===== config.mk =====
export PLATFORM = sky130hd
export DESIGN_NAME = fp_mul
export DESIGN_NICKNAME = d
export VERILOG_FILES = /design/src/rtl/fp_mul.sv
export SDC_FILE = /design/constraint.sdc
export NUM_CORES = 1
export LEC_CHECK = 0
export ABC_AREA = 1
export CAP_MARGIN = 0
export CORE_UTILIZATION = 45
export DETAILED_ROUTE_END_ITERATION = 8
export PLACE_DENSITY = 0.75
export SLEW_MARGIN = 10
export SYNTH_ARGS = -nofsm -noshare
export SYNTH_HDL_FRONTEND = slang
export SYNTH_SLANG_ARGS = --single-unit

===== constraint.sdc =====
create_clock -name clk -period 5.6 [get_ports clk]
set_clock_uncertainty 0.05 [all_clocks]
set_input_delay 1.12 -clock clk [delete_from_list [all_inputs] [get_ports clk]]
set_output_delay 1.12 -clock clk [all_outputs]
set_load 0.05 [all_outputs]

===== src/rtl/fp_mul.sv =====
// Sequential IEEE-754 binary32 multiplier: 24-cycle shift-add significand multiply,
// one-cycle round/pack, registered result with a one-cycle done pulse.
module fp_mul #(
   parameter int unsigned W = 32,
   parameter int unsigned M = 22,
   parameter int unsigned E = 30
) (
   input  logic         clk,
   input  logic         rst,
   input  logic         act,
   input  logic [W-1:0] in1,
   input  logic [W-1:0] in2,
   input  logic [2:0]   round_m,
   output logic [W-1:0] out,
   output logic         ov,
   output logic         un,
   output logic         inv,
   output logic         inexact,
   output logic         done,
   output logic         busy
);

   localparam int unsigned FW   = M + 1;
   localparam int unsigned EW   = E - M;
   localparam int unsigned SW   = FW + 1;
   localparam int unsigned PW   = 2 * SW;
   localparam int unsigned XW   = EW + 2;
   localparam int unsigned CW   = $clog2(SW);
   localparam int unsigned BIAS = (1 << (EW - 1)) - 1;
   localparam int unsigned EMAX = (1 << EW) - 1;

   localparam logic signed [XW-1:0] X_BIAS = XW'(BIAS);
   localparam logic signed [XW-1:0] X_EMAX = XW'(EMAX);
   localparam logic signed [XW-1:0] X_ZERO = XW'(0);

   localparam logic [W-1:0] QNAN = {1'b0, {EW{1'b1}}, 1'b1, {(FW-1){1'b0}}};
   localparam logic [W-1:0] INF  = {1'b0, {EW{1'b1}}, {FW{1'b0}}};
   localparam logic [W-1:0] MAXF = {1'b0, {(EW-1){1'b1}}, 1'b0, {FW{1'b1}}};

   localparam logic [2:0] RM_RNE = 3'd0;
   localparam logic [2:0] RM_RD  = 3'd2;
   localparam logic [2:0] RM_RU  = 3'd3;
   localparam logic [2:0] RM_RNA = 3'd4;

   localparam logic [1:0] S_IDLE  = 2'd0;
   localparam logic [1:0] S_CALC  = 2'd1;
   localparam logic [1:0] S_ROUND = 2'd2;
   localparam logic [1:0] S_FIN   = 2'd3;

   logic [1:0]    r_state, w_state_nxt;
   logic [PW-1:0] r_a, r_prod;
   logic [SW-1:0] r_b;
   logic [CW-1:0] r_cnt;
   logic [EW-1:0] r_e1, r_e2;
   logic          r_sign;
   logic [2:0]    r_rm;
   logic [W-1:0]  r_res;
   logic          r_res_ov, r_res_un, r_res_inv, r_res_nx;

   // operand classification on the live inputs, used only at acceptance
   logic [EW-1:0] w_e1, w_e2;
   logic [FW-1:0] w_f1, w_f2;
   logic          w_nan1, w_nan2, w_inf1, w_inf2, w_zero1, w_zero2;
   logic          w_special, w_sgn_in, w_spec_inv;
   logic [W-1:0]  w_spec_out;

   assign w_e1       = in1[E:M+1];
   assign w_e2       = in2[E:M+1];
   assign w_f1       = in1[M:0];
   assign w_f2       = in2[M:0];
   assign w_nan1     = (w_e1 == EW'(EMAX)) && (w_f1 != '0);
   assign w_nan2     = (w_e2 == EW'(EMAX)) && (w_f2 != '0);
   assign w_inf1     = (w_e1 == EW'(EMAX)) && (w_f1 == '0);
   assign w_inf2     = (w_e2 == EW'(EMAX)) && (w_f2 == '0);
   assign w_zero1    = (w_e1 == '0);
   assign w_zero2    = (w_e2 == '0);
   assign w_special  = w_nan1 | w_nan2 | w_inf1 | w_inf2 | w_zero1 | w_zero2;
   assign w_sgn_in   = in1[W-1] ^ in2[W-1];
   assign w_spec_inv = w_nan1 | w_nan2 | (w_zero1 & w_inf2) | (w_inf1 & w_zero2);
   assign w_spec_out = w_spec_inv      ? QNAN :
                       (w_inf1 | w_inf2) ? (INF | {w_sgn_in, (W-1)'(0)}) :
                       {w_sgn_in, (W-1)'(0)};

   // normalize, round and pack from the finished product
   logic                 w_norm, w_guard, w_sticky, w_inc, w_carry, w_ovf, w_unf;
   logic signed [XW-1:0] w_exp, w_exp_fin;
   logic [SW-1:0]        w_sig;
   logic [SW:0]          w_sig_rnd;
   logic [FW-1:0]        w_frac_fin;
   logic [W-1:0]         w_sgn_mask, w_ovf_out;

   assign w_norm     = r_prod[PW-1];
   assign w_exp      = $signed(XW'(r_e1)) + $signed(XW'(r_e2)) - X_BIAS + $signed(XW'(w_norm));
   assign w_sig      = w_norm ? r_prod[PW-1 -: SW] : r_prod[PW-2 -: SW];
   assign w_guard    = w_norm ? r_prod[PW-SW-1] : r_prod[PW-SW-2];
   assign w_sticky   = w_norm ? (|r_prod[PW-SW-2:0]) : (|r_prod[PW-SW-3:0]);
   assign w_sgn_mask = {r_sign, (W-1)'(0)};
   assign w_sig_rnd  = {1'b0, w_sig} + (SW+1)'(w_inc);
   assign w_carry    = w_sig_rnd[SW];
   assign w_exp_fin  = w_exp + $signed(XW'(w_carry));
   assign w_frac_fin = w_carry ? w_sig_rnd[SW-1:1] : w_sig_rnd[FW-1:0];
   assign w_ovf      = (w_exp_fin >= X_EMAX);
   assign w_unf      = (w_exp_fin <= X_ZERO);

   // rounding increment and overflow result per mode; other codes truncate
   always_comb begin
      w_inc     = 1'b0;
      w_ovf_out = MAXF | w_sgn_mask;
      case (r_rm)
         RM_RNE: begin
            w_inc     = w_guard & (w_sticky | w_sig[0]);
            w_ovf_out = INF | w_sgn_mask;
         end
         RM_RNA: begin
            w_inc     = w_guard;
            w_ovf_out = INF | w_sgn_mask;
         end
         RM_RU: begin
            w_inc     = ~r_sign & (w_guard | w_sticky);
            w_ovf_out = r_sign ? (MAXF | w_sgn_mask) : INF;
         end
         RM_RD: begin
            w_inc     = r_sign & (w_guard | w_sticky);
            w_ovf_out = r_sign ? (INF | w_sgn_mask) : MAXF;
         end
         default: ;
      endcase
   end

   always_comb begin
      w_state_nxt = r_state;
      case (r_state)
         S_IDLE:  if (act) w_state_nxt = w_special ? S_FIN : S_CALC;
         S_CALC:  if (r_cnt == CW'(SW-1)) w_state_nxt = S_ROUND;
         S_ROUND: w_state_nxt = S_FIN;
         S_FIN:   w_state_nxt = S_IDLE;
         default: w_state_nxt = S_IDLE;
      endcase
   end

   always_ff @(posedge clk or negedge rst) begin
      if (!rst) r_state <= S_IDLE;
      else      r_state <= w_state_nxt;
   end

   always_ff @(posedge clk or negedge rst) begin
      if (!rst) begin
         r_a       <= '0;
         r_b       <= '0;
         r_prod    <= '0;
         r_cnt     <= '0;
         r_e1      <= '0;
         r_e2      <= '0;
         r_sign    <= 1'b0;
         r_rm      <= '0;
         r_res     <= '0;
         r_res_ov  <= 1'b0;
         r_res_un  <= 1'b0;
         r_res_inv <= 1'b0;
         r_res_nx  <= 1'b0;
         out       <= '0;
         ov        <= 1'b0;
         un        <= 1'b0;
         inv       <= 1'b0;
         inexact   <= 1'b0;
         done      <= 1'b0;
         busy      <= 1'b0;
      end else begin
         done <= (r_state == S_FIN);
         busy <= (w_state_nxt != S_IDLE);
         case (r_state)
            S_IDLE: if (act) begin
               r_a       <= PW'({1'b1, w_f1});
               r_b       <= {1'b1, w_f2};
               r_prod    <= '0;
               r_cnt     <= '0;
               r_e1      <= w_e1;
               r_e2      <= w_e2;
               r_sign    <= w_sgn_in;
               r_rm      <= round_m;
               r_res     <= w_spec_out;
               r_res_ov  <= 1'b0;
               r_res_un  <= 1'b0;
               r_res_inv <= w_spec_inv;
               r_res_nx  <= 1'b0;
               ov        <= 1'b0;
               un        <= 1'b0;
               inv       <= 1'b0;
               inexact   <= 1'b0;
            end
            S_CALC: begin
               if (r_b[0]) r_prod <= r_prod + r_a;
               r_a   <= r_a << 1;
               r_b   <= r_b >> 1;
               r_cnt <= r_cnt + CW'(1);
            end
            S_ROUND: begin
               r_res_inv <= 1'b0;
               if (w_ovf) begin
                  r_res    <= w_ovf_out;
                  r_res_ov <= 1'b1;
                  r_res_un <= 1'b0;
                  r_res_nx <= 1'b1;
               end else if (w_unf) begin
                  r_res    <= w_sgn_mask;
                  r_res_ov <= 1'b0;
                  r_res_un <= 1'b1;
                  r_res_nx <= 1'b1;
               end else begin
                  r_res    <= {r_sign, w_exp_fin[EW-1:0], w_frac_fin};
                  r_res_ov <= 1'b0;
                  r_res_un <= 1'b0;
                  r_res_nx <= w_guard | w_sticky;
               end
            end
            S_FIN: begin
               out     <= r_res;
               ov      <= r_res_ov;
               un      <= r_res_un;
               inv     <= r_res_inv;
               inexact <= r_res_nx;
            end
            default: ;
         endcase
      end
   end

endmodule

# --- Word level (Yosys, flattened, before mapping) ---
# Index checks and enable logic that the tools add are counted.
totals:
  regBits: 221
  inputBits: 70
  output_inout_bits: 38
  word_cells: 124
classes:
  add_sub_neg: 7
  n_lt_le_gt_ge: 2
  eq_ne: 11
  n_mux: 42
  bitwise_logic: 17
  n_reduce_logical: 24
op_table:
  columns: ["cell", "n"]
  rows:
  - ["48-bit case mux with 2 select lines", 2]
  - ["32-bit two-way mux", 5]
  - ["48-bit two-way mux", 3]
  - ["32-bit case mux with 3 select lines", 1]
  - ["32-bit case mux with 2 select lines", 1]
  - ["31-bit two-way mux", 2]
  - ["48-bit adder", 1]
  - ["24-bit two-way mux", 2]
  - ["24-bit case mux with 2 select lines", 1]
  - ["23-bit logical NOT", 2]
  - ["23-bit nonzero test", 2]
  - ["24-bit by 1-bit adder with 25-bit output", 1]
  - ["23-bit two-way mux", 1]
  - ["23-bit OR reduction", 1]
  - ["22-bit OR reduction", 1]
  - ["10-bit by 2-bit adder with 10-bit output", 2]
  - ["8-bit == test (second input constant)", 2]
  - ["8-bit logical NOT", 2]
  - ["1-bit case mux with 2 select lines", 8]
  - ["10-bit by 9-bit >= comparator with 1-bit output (second input constant)", 1]
  - ["10-bit by 1-bit <= comparator with 1-bit output (second input constant)", 1]
  - ["1-bit OR", 10]
  - ["5-bit case mux with 2 select lines", 1]
  - ["9-bit by 7-bit subtractor with 10-bit output (second input constant)", 1]
  - ["23 further kinds", 49]

# --- Depth between registers and ports, before layout ---
# Gate-level depths: netlist of the first run.
logic_depth:
  ltp_word: 11
  depth_mapped: 35

# --- Least setup slack after synthesis of the first run ---
# OpenSTA, ideal clock, no wires.
synth_path:
  kind: "register -> register"
  from: "reg r_rm[2]"
  to: "reg r_res[17]"
  t_arrival_ps: 4275
  setup_slack_ps: 1159
  stages_incl_launch_ff: 30
  n_path_buf: 1
  synth_period_minus_slack_ps: 4441
  path_cell_list: "dfrtp_1 -> nor2_1 -> inv_1 -> nor2_1 -> ha_1 -> o32ai_1 -> ha_1 -> ha_1 -> inv_1 -> nor2_4 -> nand3_4 -> nor2_4 -> nand4_1 -> nor3_1 -> fa_1 -> inv_1 -> fa_1 -> inv_1 -> nand2_1 -> nand2_1 -> nand2_1 -> nand2_1 -> nand3_1 -> nor2_1 -> nand2_1 -> o21ai_4 -> clkbuf_2 -> o21ai_0 -> nand2_1 -> nand2_1"
synth_via:
  elab_chain_cells: 8
  elab_cells_between_ends: 15
  cone_classes: "add/sub (2); order compare (2); eq/ne (3); mux (6); reduce/logical (2)"
synth_lines:
  columns: ["item", "line", "source"]
  rows:
  - ["from (decl)", "56", "logic [2:0] r_rm;"]
  - ["from (signal assigned)", "180", "r_rm <= round_m;"]
  - ["3-bit by 2-bit == test with 1-bit output, or another cell as far along", "109", "case (r_rm)"]
  - ["1-bit case mux with 4 select lines", "109", null]
  - ["24-bit by 1-bit adder with 25-bit output", "98", "assign w_sig_rnd = {1'b0, w_sig} + (SW+1)'(w_inc);"]
  - ["10-bit by 2-bit adder with 10-bit output", "100", "assign w_exp_fin = w_exp + $signed(XW'(w_carry));"]
  - ["10-bit by 1-bit <= comparator with 1-bit output", "103", "assign w_unf = (w_exp_fin <= X_ZERO);"]
  - ["31-bit two-way mux", "204", "end else if (w_unf) begin"]
  - ["32-bit two-way mux (*)", "199", "if (w_ovf) begin"]
  - ["32-bit case mux with 2 select lines (*)", "171", "case (r_state)"]
  - ["to (signal assigned)", "200", "r_res <= w_ovf_out;"]
  - ["to (signal assigned)", "205", "r_res <= w_sgn_mask;"]
  - ["to (signal assigned)", "210", "r_res <= {r_sign, w_exp_fin[EW-1:0], w_frac_fin};"]
  - ["to (decl)", "57", "logic [W-1:0] r_res;"]
# Every way passes the cells marked *; elsewhere a longest branch is shown, timed or not.
# A chain may end at the register's enable or synchronous reset.

# --- Worst setup path after layout of the first run ---
layout_path:
  from: "reg r_rm[2]"
  to: "reg r_res[28]"
# Same word-level chain as after synthesis.

==> results of run 1 <==
## cell usage in the layout, fill, tap and decap left out, types with 6 or more instances in the layout
cell type,instances
ha_1,65
inv_1,224
clkbuf_16,25
nor2_4,6
clkdlybuf4s50_1,106
nand4_1,34
a21oi_1,140
nor2_1,207
nand3_1,99
o21ai_1,16
o211ai_1,9
buf_4,13
o21ai_0,183
nand3b_1,7
or2_2,7
a21boi_0,8
dfrtp_1,221
nand2_2,17
o22ai_1,36
inv_2,7
nand2_1,695
nor4_1,12
nor2_2,9
nor3_1,16
## registers in the layout (all words and copies together), names as in the netlist
name	count
r_e1	8
r_res_ov	1
r_res_inv	1
r_res_un	1
r_state	2
out	32
r_prod	48
inv	1
r_e2	8
un	1
ov	1
inexact	1
r_b	24
r_rm	3
r_cnt	5
r_res_nx	1
r_sign	1
done	1
r_res	32
busy	1
r_a	48
## metrics by stage
step                       util  power [mW]  area (um2)  worst slack (ns)  hold WS, ns
after CTS                 0.532        10.7       16900             0.335        0.418
after global placement    0.505        8.84       16000             0.523        0.404
after detailed placement  0.505        8.94       16000             0.361        0.402
final                     0.533        10.8       17000             0.540        0.417
after global routing      0.533        11.7       17000            0.0115        0.439
after floorplan               -        7.22       14600              1.16        0.392
## per-layer routing
layer,share of wire,vias to the layer above,wire [um]
li1,-,7148,-
met1,0.45,6622,18900
met2,0.47,372,19500
met3,0.052,66,2170
met4,0.029,0,1200
met5,0,-,0
## logic make-up (layout without fill, tap and decap cells)
| group | after synthesis | in the layout | synth area share |
|---|---|---|---|
| AOI/OAI and AO/OA | 419 | 419 | 0.155 |
| xor gates and xnor gates | 6 | 6 | 0.00359 |
| adders and majority gates | 69 | 69 | 0.0605 |
| buffers and inverters | 297 | 400 | 0.0817 |
| DFF | 221 | 221 | 0.378 |
| and+or+nand+nor | 1124 | 1124 | 0.321 |
## worst max path at each step
stage | endpoint | slack (ns) | cells after the start | from
after floorplan | r_res[17] | 1.16 | 29 | r_rm[2]
after global placement | r_res[11] | 0.52 | 30 | r_rm[2]
after detailed placement | r_res[3] | 0.36 | 30 | r_rm[2]
after CTS | r_res[3] | 0.33 | 30 | r_rm[2]
after global routing | r_res[28] | 0.01 | 29 | r_rm[1]
final | r_res[28] | 0.54 | 28 | r_rm[2]
## power groups by stage
stage	clock, mW	combinational [mW]	sequential [mW]
4_1_cts	1.77	6.20	2.76
3_3_place_gp	0	6.08	2.75
5_1_grt	1.84	7.05	2.84
3_5_place_dp	0	6.16	2.78
2_1_floorplan	0	4.15	3.07
6_report	1.73	6.30	2.76
## critical path: cells and delay by family, from the launching register on
family	cells	cell delay, ns
AND/OR/NAND/NOR	16	1.96
flip-flops	1	0.39
AO/OA/AOI/OAI	3	0.79
buffers and inverters	4	0.32
adder cells (fa/ha/maj)	5	1.40
## cell type report
class                   instances  area [um2]  share of cell area
inverters                     233         882              0.0520
well taps                     435         544              0.0321
multi-input cells            1618        7930               0.468
flip-flops and latches        221        5530               0.326
clock buffers                  32         692              0.0408
clock inverters                14         186              0.0110
repair buffers                121        1190              0.0704
## timing repair
item,in CTS,in global routing
buffers inserted,0,1
setup endpoints to repair,0,33
hold endpoints to repair,0,0
gates resized for setup,0,6
==> results.yml, run 1 <==
place:
  hpwl_um: 32300
  numPlacedInstances: 2627
  gp_congestion: 0.964
  portBuffers: 107
yosys:
  syn_area_um2: 14600
  ys_async_sr_fraction: 1.00
  syn_inst: 2136
  ys_ff_latch: 221
  synth_edf_count: 0
  yosysTopAreaCell: "dfrtp_1"
  synth.area.top_cells: "dfrtp_1 (38%), nand2_1 (18%), o21ai_0 (6.3%)"
  ys_warn_count: 0
  synth_top_area_frac: 0.378
  synthDistinctLibCells: 48
  syn-num-nets: 2275
  yosysMostFrequentCell: "nand2_1"
  synthTopCellsByCount: "nand2_1 (695), inv_1 (226), dfrtp_1 (221)"
  syn_avg_cell_area_um2: 6.85
  yosysSeqAreaShare: 0.378
  synthFlopType: "dfrtp_1"
critical_path:
  crit_path_max_fanout: 8
  critPathKind: "flip-flop to flip-flop"
  reg2reg_from: "r_rm[2]"
  worstPathRequired_ns: 5.93
  cpMostUsedCell: "nand2_1"
  r2r-end: "r_res[28]"
  slowest_stage: "dfrtp_1"
  reg2regPathDepth: 28
  cp_slowest_stage_delay_ns: 0.39
  r2r_setup_slack_ns: 0.54
  cp-start-kind: "flip-flop"
  end_kind: "flip-flop"
  cp_data_arrival_time_ns: 5.39
power_and_ir_drop:
  p_seq_frac: 0.256
  p_sw_mw: 5.41
  p_comb_frac: 0.583
  leakagePower_nw: 8.35
  p_sw_frac: 0.501
  clkPwrFrac: 0.161
  vdd_drop_max_mv: 0.390
  cell_internal_pwr_mw: 5.39
  p_per_area_nw_per_um2: 637
clock_tree:
  cts.sinks: 221
  clk_pin_slew_ns: 0.06
  clock_latency_ns: 0.53
  root_buffer: "clkbuf_16"
  holdBufCountCts: 0
  clockBufferDepth: 3
  h-tree-depth: 1
  cts_tree: "done"
  cts_made_buffers: 25
timing:
  tightest_slew_ns: 1.00
  final.period_utilization: 0.904
  clock.fmax_mhz: 198
  rsz0062_at_grt: "no"
  hold_viol: 0
  setup_viol: 0
  finalCriticalPeriod_ns: 5.06
  max_slew_margin: 0.325
  tns_ns: 0
  slew_violations: 0
routing:
  drt_wl_total_um: 41800
  drc: 0
  wl_per_cell_um: 15.6
  drt_iter0_drc: 924
  drt_pre_antenna_iters: 5
  viasPerCell: 5.31
  antenna_left: 0
  via_count: 14200
final_layout:
  drive_gt1_frac: 0.0545
  syn_to_final_growth_pct: 15.9
  antennaDiodeCount: 0
  fillers: 3178
  nNetsFinal: 2359
  stdcell_count: 2674
global_routing:
  grt_use_met1: 0.341
  grt_usage: 0.254
  overflow: 0
  grt_start_max_net_pins: 97
  met2_usage: 0.431
  grt_pass1_wl_um: 68200
  met3_usage: 0.0263
  antenna_found_initial: 0
  top_usage_layer: "met2"
  grt_pass1_vias: 13600
floorplan:
  die_h_um: 182
  core_um2: 31800
  start_util: 0.460
  fp.dieW_um: 182
  num_io_pins: 108
  die-area_um2: 33200
  row_count: 65
min_path:
  worstHoldEndpoint: "out[8]"
  holdPathStages: 2
  hp-start: "r_res[8]"
  hp-class: "flip-flop to flip-flop"
outcome:
  status: "completed"
job:
  drv_cap: 0
(Power assumes the default switching activity.)
==> run 2: changes to the inputs <==
--- a/config.mk
+++ b/config.mk
@@ -14,3 +14,4 @@
 export SYNTH_ARGS = -nofsm -noshare
 export SYNTH_HDL_FRONTEND = slang
 export SYNTH_SLANG_ARGS = --single-unit
+export TNS_END_PERCENT = 1
==> results of run 2 <==
The final DEF is identical to that of run 1; final timing and power are the same.
==> run 3: changes to the inputs <==
--- a/config.mk
+++ b/config.mk
@@ -7,9 +7,12 @@
 export LEC_CHECK = 0
 export ABC_AREA = 1
 export CAP_MARGIN = 0
-export CORE_UTILIZATION = 45
+export CELL_PAD_IN_SITES_DETAIL_PLACEMENT = 1
+export CELL_PAD_IN_SITES_GLOBAL_PLACEMENT = 2
+export CORE_UTILIZATION = 34
 export DETAILED_ROUTE_END_ITERATION = 8
-export PLACE_DENSITY = 0.75
+export PLACE_DENSITY = 0.92
+export SKIP_LAST_GASP = 1
 export SLEW_MARGIN = 10
 export SYNTH_ARGS = -nofsm -noshare
 export SYNTH_HDL_FRONTEND = slang
==> results.yml, run 3 (same netlist as run 1, synthesis figures left out) <==
routing:
  drc: 0
  drt_pre_antenna_iters: 5
  viasPerCell: 5.13
  antenna_left: 0
  drt_wl_total_um: 48500
  via_count: 14300
  drt_iter0_drc: 716
  wl_per_cell_um: 17.4
final_layout:
  antennaDiodeCount: 0
  syn_to_final_growth_pct: 17.2
  largest_registers: "r_a: 48 flops, r_prod: 48 flops"
  final_common_cell: "nand2_1"
  drive_gt1_frac: 0.0562
  layout_common_cells: "nand2_1 (694), inv_1 (224), dfrtp_1 (221)"
  nNetsFinal: 2362
clock_tree:
  clk_pin_slew_ns: 0.06
  root_buffer: "clkbuf_16"
  cts.sinks: 221
  cts_made_buffers: 26
  h-tree-depth: 1
  clock_latency_ns: 0.56
  cts_tree: "done"
  clockBufferDepth: 3
power_and_ir_drop:
  cell_internal_pwr_mw: 5.42
  p_seq_frac: 0.251
  p_per_area_nw_per_um2: 643
  p_sw_frac: 0.509
  leakagePower_nw: 8.38
  p_sw_mw: 5.61
  vdd_drop_max_mv: 0.282
  totalPowerFinal_mw: 11.0
  p_comb_frac: 0.586
  clkPwrFrac: 0.163
timing:
  finalCriticalPeriod_ns: 5.08
  setup_viol: 0
  rsz0062_at_grt: "no"
  slew_violations: 0
  final.period_utilization: 0.908
  clock.fmax_mhz: 197
  tns_ns: 0
  max_slew_margin: 0.257
  tightest_slew_ns: 1.11
  hold_viol: 0
critical_path:
  cpMostUsedCell: "nand2_1"
  crit_buf_inv: 5
  cp_top_family: "simple AND/OR/NAND/NOR gates"
  crit_path_max_fanout: 12
  cp_data_arrival_time_ns: 5.46
  cp_slowest_stage_delay_ns: 0.40
  reg2regPathDepth: 30
  cp-start-kind: "flip-flop"
  slowest_stage: "dfrtp_1"
  end_kind: "flip-flop"
  critPathKind: "flip-flop to flip-flop"
  worst-path-stages: 30
  worstPathRequired_ns: 5.97
floorplan:
  num_io_pins: 108
  core_um2: 42200
  row_count: 75
  die_h_um: 209
  start_util: 0.347
  die-area_um2: 43900
  fp.dieW_um: 209
global_routing:
  grt_pass1_wl_um: 80600
  antenna_found_initial: 0
  overflow: 0
  grt_start_max_net_pins: 95
  grt_usage: 0.226
  grt_pass1_vias: 15100
min_path:
  holdPathStages: 2
  hp-class: "flip-flop to flip-flop"
job:
  drv_cap: 0
outcome:
  status: "completed"
place:
  gp_congestion: 0.922
  portBuffers: 107
  hpwl_um: 38000
==> run 3: routing by layer <==
layer	global-route usage	vias to the layer above	wire [um]
li1	-	7126	-
met4	0.0476	0	968
met2	0.404	163	23800
met3	0.0202	47	1070
met1	0.297	6921	22700
met5	0	-	0
==> run 3: worst reg2reg max path, delay by kind of cell (launching register included) <==
family                     cells  cell delay [ns]
DFF                            1             0.40
and+or+nand+nor               19             2.41
adders and majority gates      5             1.35
buffers and inverters          5             0.45
AOI/OAI and AO/OA              1             0.28
==> run 3: final cells by class <==
| class | instances | area, um2 |
|---|---|---|
| fillers | 5405 | 25100 |
| multi-input cells | 1618 | 7950 |
| clock buffers | 37 | 763 |
| inverters | 233 | 882 |
| clock inverters | 10 | 134 |
| repair inverters | 1 | 6.26 |
| repair buffers | 122 | 1210 |
| flip-flops and latches | 221 | 5530 |
| well taps | 539 | 674 |
==> run 3: metrics by stage <==
step | instance area (um2) | cells | util | hold slack [ns] | setup WS, ns
final | 17100 | 2781 | 0.406 | 0.422 | 0.516
after detailed placement | 16200 | 2731 | 0.383 | 0.411 | 0.186
after global placement | 16200 | 2731 | 0.383 | 0.406 | 0.415
after global routing | 17100 | 2781 | 0.406 | 0.443 | 0.00492
after CTS | 17100 | 2778 | 0.405 | 0.428 | 0.173
after floorplan | 14600 | 2136 | - | 0.392 | 1.16
==> run 3: worst paths after layout <==
| kind | slack [ns] | start | endpoint |
|---|---|---|---|
| worst max-delay path | 0.52 | r_rm[2] | r_res[5] |
| worst min-delay path | 0.42 | r_res[15] | out[15] |
| worst max register to register | 0.52 | r_rm[2] | r_res[5] |
| worst min register to register | 0.42 | r_res[15] | out[15] |
| max in group asynchronous | 3.83 | rst | r_b[20] |
| min in group asynchronous | 0.56 | rst | out[27] |
==> run 3: power groups by stage <==
| stage | Clock, mW | Combinational (mW) | Sequential, mW |
|---|---|---|---|
| floorplan | 0 | 4.15 | 3.07 |
| global placement | 0 | 6.23 | 2.75 |
| detailed placement | 0 | 6.40 | 2.79 |
| CTS | 1.85 | 6.44 | 2.77 |
| global route | 1.89 | 7.29 | 2.85 |
| finish | 1.80 | 6.47 | 2.77 |
==> run 3: timing repair <==
action | CTS | global route
hold buffers | 0 | 0
buffers inserted | 0 | 2
gates resized for setup | 0 | 12
setup endpoints to repair | 0 | 34
